`src/rtl/sim_phase_controller.sv`:
```
// Run sequencer for a simulation or FPGA harness: drives the DUT reset and the
// stimulus/checker enables through reset, warm-up, run, drain and verdict phases.
module sim_phase_controller #(
   parameter int RESET_CYCLES  = 10,
   parameter int WARMUP_CYCLES = 5,
   parameter int RUN_CYCLES    = 1000,
   parameter int DRAIN_TIMEOUT = 200,
   parameter int CNT_W         = 32
) (
   input  logic             clk,
   input  logic             rst,
   input  logic             start,
   input  logic             abort,
   input  logic             dut_idle,
   output logic             dut_rst,
   output logic             stim_en,
   output logic             chk_en,
   output logic [2:0]       phase,
   output logic [1:0]       status,
   output logic             done,
   output logic [CNT_W-1:0] phase_cnt,
   output logic [CNT_W-1:0] total_cnt
);

   localparam logic [2:0] S_IDLE   = 3'd0;
   localparam logic [2:0] S_RESET  = 3'd1;
   localparam logic [2:0] S_WARMUP = 3'd2;
   localparam logic [2:0] S_RUN    = 3'd3;
   localparam logic [2:0] S_DRAIN  = 3'd4;
   localparam logic [2:0] S_DONE   = 3'd5;
   localparam logic [2:0] S_FAIL   = 3'd6;

   localparam logic [1:0] ST_NONE    = 2'd0;
   localparam logic [1:0] ST_PASS    = 2'd1;
   localparam logic [1:0] ST_TIMEOUT = 2'd2;
   localparam logic [1:0] ST_ABORT   = 2'd3;

   localparam logic [CNT_W-1:0] RESET_LAST  = CNT_W'(RESET_CYCLES - 1);
   localparam logic [CNT_W-1:0] WARMUP_LAST = CNT_W'(WARMUP_CYCLES - 1);
   localparam logic [CNT_W-1:0] RUN_LAST    = CNT_W'(RUN_CYCLES - 1);
   localparam logic [CNT_W-1:0] DRAIN_LAST  = CNT_W'(DRAIN_TIMEOUT - 1);

   logic [2:0]       next_phase;
   logic [1:0]       next_status;
   logic [CNT_W-1:0] next_phase_cnt;
   logic [CNT_W-1:0] next_total_cnt;
   logic [CNT_W-1:0] phase_cnt_inc;
   logic [CNT_W-1:0] total_cnt_inc;
   logic             entering;

   assign phase_cnt_inc = (&phase_cnt) ? phase_cnt : phase_cnt + 1'b1;
   assign total_cnt_inc = (&total_cnt) ? total_cnt : total_cnt + 1'b1;

   // Abort is checked first in every active phase so it beats all other exits.
   always_comb begin
      next_phase = phase;
      case (phase)
         S_IDLE: begin
            if (start) next_phase = S_RESET;
         end
         S_RESET: begin
            if (abort)                        next_phase = S_FAIL;
            else if (phase_cnt == RESET_LAST) next_phase = S_WARMUP;
         end
         S_WARMUP: begin
            if (abort)                         next_phase = S_FAIL;
            else if (phase_cnt == WARMUP_LAST) next_phase = S_RUN;
         end
         S_RUN: begin
            if (abort)                      next_phase = S_FAIL;
            else if (phase_cnt == RUN_LAST) next_phase = S_DRAIN;
         end
         S_DRAIN: begin
            if (abort)                        next_phase = S_FAIL;
            else if (dut_idle)                next_phase = S_DONE;
            else if (phase_cnt == DRAIN_LAST) next_phase = S_FAIL;
         end
         S_DONE, S_FAIL: begin
            if (start) next_phase = S_RESET;
         end
         default: next_phase = S_IDLE;
      endcase
   end

   assign entering = (next_phase != phase);

   // Verdict code is latched on entry to FAIL and then held until a restart.
   always_comb begin
      next_status = ST_NONE;
      case (next_phase)
         S_DONE: next_status = ST_PASS;
         S_FAIL: begin
            if (phase == S_FAIL) next_status = status;
            else if (abort)      next_status = ST_ABORT;
            else                 next_status = ST_TIMEOUT;
         end
         default: next_status = ST_NONE;
      endcase
   end

   // total_cnt starts at 0 on the first RESET cycle and stops advancing once
   // the verdict state has been entered.
   always_comb begin
      next_phase_cnt = entering ? '0 : phase_cnt_inc;
      next_total_cnt = total_cnt;
      case (next_phase)
         S_IDLE:                     next_total_cnt = '0;
         S_RESET:                    next_total_cnt = entering ? '0 : total_cnt_inc;
         S_WARMUP, S_RUN, S_DRAIN:   next_total_cnt = total_cnt_inc;
         S_DONE, S_FAIL:             next_total_cnt = entering ? total_cnt_inc : total_cnt;
         default:                    next_total_cnt = '0;
      endcase
   end

   // Outputs are decoded from the next state so they change on the same edge
   // as the phase itself.
   always_ff @(posedge clk) begin
      if (rst) begin
         phase     <= S_IDLE;
         dut_rst   <= 1'b1;
         stim_en   <= 1'b0;
         chk_en    <= 1'b0;
         status    <= ST_NONE;
         done      <= 1'b0;
         phase_cnt <= '0;
         total_cnt <= '0;
      end else begin
         phase     <= next_phase;
         dut_rst   <= (next_phase == S_IDLE) || (next_phase == S_RESET);
         stim_en   <= (next_phase == S_RUN);
         chk_en    <= (next_phase == S_WARMUP) || (next_phase == S_RUN) || (next_phase == S_DRAIN);
         status    <= next_status;
         done      <= (next_phase == S_DONE) || (next_phase == S_FAIL);
         phase_cnt <= next_phase_cnt;
         total_cnt <= next_total_cnt;
      end
   end

endmodule

```
`config.mk`:
```
export PLATFORM = sky130hd
export DESIGN_NAME = sim_phase_controller
export DESIGN_NICKNAME = d
export VERILOG_FILES = /design/src/rtl/sim_phase_controller.sv
export SDC_FILE = /design/constraint.sdc
export NUM_CORES = 1
export LEC_CHECK = 0
export CAP_MARGIN = 40
export CORE_MARGIN = 2
export CORE_UTILIZATION = 35
export CTS_CLUSTER_SIZE = 28
export DETAILED_ROUTE_END_ITERATION = 8
export SYNTH_ARGS = -nofsm -noshare
export SYNTH_HDL_FRONTEND = slang
export SYNTH_SLANG_ARGS = --single-unit
```
`constraint.sdc`:
```
create_clock -name clk -period 2.6 [get_ports clk]
set_input_delay 0.52 -clock clk [delete_from_list [all_inputs] [get_ports clk]]
set_output_delay 0.52 -clock clk [all_outputs]
set_load 0.02 [all_outputs]
```
==> summary.txt <==
Run status
  • Status: finished clean

Final layout
  • Share of cells above drive strength 1: 0.143
  • Number of diodes: 0
  • Layout area overhead: 38.1%
  • Post-route cell area: 5420 µm²
  • Final Util: 0.498
  • Final #Nets: 597

Clock network
  • CTS tree: built
  • Post-CTS Setup Bufs: 0
  • CTS Hold Bufs: 0
  • Clock buffer depth: 2
  • Worst skew pair latency: around 0.35 ns
  • Num CTS Buffers: 9
  • Number of H-tree levels: 3
  • Root buffer cell: clkbuf_8
  • CTS sink count: 73
  • Worst-path clk slew: 0.08 ns

Yosys
  • Post-synth top area cell: dfxtp_1
  • Count leader, synth: dfxtp_1
  • Post-Syn Instances: just under 500
  • Synthesized area: about 3900 µm²
  • Netlist cell types: between 40 and 50
  • Synth Register Bits: 73
  • Top cell type's share of synthesized area: 0.372
  • Post-Syn Area per Cell: 8.16 µm²
  • Prevailing post-synth register cell: dfxtp_1
  • Synth cell count leaders: dfxtp_1 (73), nor3_1 (58), xnor2_1 (53)
  • Ys Warns: 0
  • Main area contributors after synthesis: dfxtp_1 (37%), xnor2_1 (12%), nor3_1 (7.4%)
  • Number of synthesized flops with an enable pin: 0
  • Sequential element share of the synthesized area: 0.372
  • Asr flop ratio synth: 0
  • Post-Syn Nets: 490

Global routing
  • Grt met3 use: 0.0385
  • M2 GR Usage: 0.314
  • Vias in the first global route: 3805
  • Pin count of the biggest net entering global routing: 33
  • Gr ovfl total: 0
  • Met1 usage: 0.236
  • Most Used Layer, Global Route: met2
  • Overall Global Routing Usage: 0.187
  • Global-route wire length before repair: 18000 µm
  • Antenna violations before repair: 0

Timing
  • Setup WS post-layout: 0.0845 ns
  • Fin crit share: 0.968
  • Final Hold Viols: 0
  • Fmax: approximately 400 MHz
  • Rel. slew slack: 0.639
  • Final setup violation count: 0
  • Worst Skew: 0.0116 ns
  • Final Critical Period: 2.52 ns
  • Final Max Slew Viols: 0
  • Worst-margin pin slew: around 0.54 ns

Power and ir drop
  • LEAKAGE: 1.76 nW
  • Final total power: 3.40 mW
  • PD cells: 628 nW/µm²
  • VDD IR max: 0.000322 V

Critical path
  • Crit path capture type: flip-flop
  • WP data arrival: 2.78 ns
  • CP Class: reg -> reg
  • CP Data Required Time: 2.86 ns
  • Crit Path Max Fanout: 12
  • Critical Path Source Type: flip-flop

Place
  • Post-DP HPWL: about 8000 µm
  • Routability cong.: 0.865
  • Place WS: -0.0341 ns
  • Port Buf Inserts: 77
  • Post-place instance area: 5130 µm²

Run
  • Max-cap violations: 0

Die
  • CORE AREA: roughly 11000 µm²
  • Site row count: 38
  • Die span in x: 110 µm
  • Initial Util: 0.360
  • Die extent in y: 110 µm
  • Die ar.: ~12000 µm²
  • IO Count: 78

Drt
  • DRT Pass-1 Iters: 4
  • Number of vias per cell: around 5.3
  • Final wirelength: around 11000 µm
  • DRC Markers: 0
  • Post-DR wirelength/cell: 14.8 µm
  • DRT iter0 DRCs: 180
  • Vias: 3916
  • ANT nets after route: 0

Hold path
  • Min-Delay Path Class: reg -> reg
[state kept, by name, summed over array words and instances, names as in the netlist]
register   count
done           1
stim_en        1
total_cnt     32
dut_rst        1
phase          3
chk_en         1
status         2
phase_cnt     32
[logic make-up after synthesis]
kind of cell | synth area share
simple gates | 0.367
fa+ha+maj | 0.0153
flops | 0.372
compound gates | 0.0702
buf+inv | 0.0411
xor+xnor | 0.134
[cell type report]
class	instances	area, µm²
Sequential cell	73	1460
Inverter	11	41.3
Timing Repair Buffer	122	1140
Tap cell	140	175
Multi-Input combinational cell	371	2390
Clock buffer	10	138
Clock inverter	6	72.6
Fill cell	1081	5470
[worst paths after layout]
check	cells after the start	start	slack (ns)	to
hold reg to reg	2	total_cnt[1]	0.54	total_cnt[1]
setup reg to reg	8	phase_cnt[4]	0.08	phase_cnt[22]
hold / removal	2	total_cnt[1]	0.54	total_cnt[1]
setup / recovery	8	phase_cnt[4]	0.08	phase_cnt[22]
[routing by layer]
metal | part of all wire | routed length, µm | up-vias
li1 | - | - | 1958
met1 | 0.46 | 4940 | 1843
met2 | 0.48 | 5240 | 103
met3 | 0.049 | 527 | 12
met4 | 0.010 | 108 | 0
met5 | 0 | 0 | -
[worst max-delay path, cell delays in order, from the launching register on]
cell and delay (ns):
dfxtp_1 0.35, buf_4 0.16, or4_1 0.51, or4_4 0.45
o21ai_4 0.19, nand3_2 0.11, o211a_4 0.27, buf_4 0.19
nor3_2 0.21
[through the flow]
step	hold slack [ns]	std cells	TNS, ns
floorplan	0.575	481	0
global placement	0.490	717	0
detailed placement	0.518	717	-0.0370
CTS	0.530	733	0
global route	0.581	733	-0.0169
finish	0.539	733	0
[repair_timing]
action,CTS,global route
pin swaps,0,1
endpoints found under the setup margin,1,64
resized for setup,1,15
[report_power, final]
part	leakage, nW	internal, mW	total [mW]	switching [mW]
sequential	0.589	1.18	1.26	0.0779
combinational	1.07	0.481	1.20	0.718
clock	0.104	0.481	0.940	0.459
[layout by cell type, fill, tap and decap left out, types with 2 or more instances in the layout]
| master | instances |
|---|---|
| nand3_2 | 2 |
| nor2_1 | 50 |
| nand4_1 | 18 |
| clkbuf_8 | 10 |
| or4_1 | 4 |
| nor4_2 | 2 |
| ha_1 | 4 |
| buf_4 | 42 |
| inv_1 | 11 |
| and3_1 | 8 |
| and2_1 | 5 |
| xor2_1 | 7 |
| nor3_2 | 6 |
| or4_4 | 3 |
| nor4b_1 | 3 |
| inv_6 | 3 |
| xnor2_1 | 53 |
| nand2_1 | 31 |
| nor3b_1 | 4 |
| o21ai_0 | 10 |
| nor3_1 | 52 |
| and4_1 | 9 |
| buf_12 | 2 |
| nor4_1 | 27 |
| nand3_1 | 29 |
| o211a_1 | 2 |
| o31ai_1 | 2 |
| nand2b_1 | 3 |
| clkdlybuf4s50_1 | 77 |
| dfxtp_1 | 73 |
| a21oi_1 | 8 |
| or2_2 | 2 |
| a31oi_1 | 2 |
| nand4b_1 | 2 |
| o211ai_1 | 2 |
(Power assumes the default switching activity.)
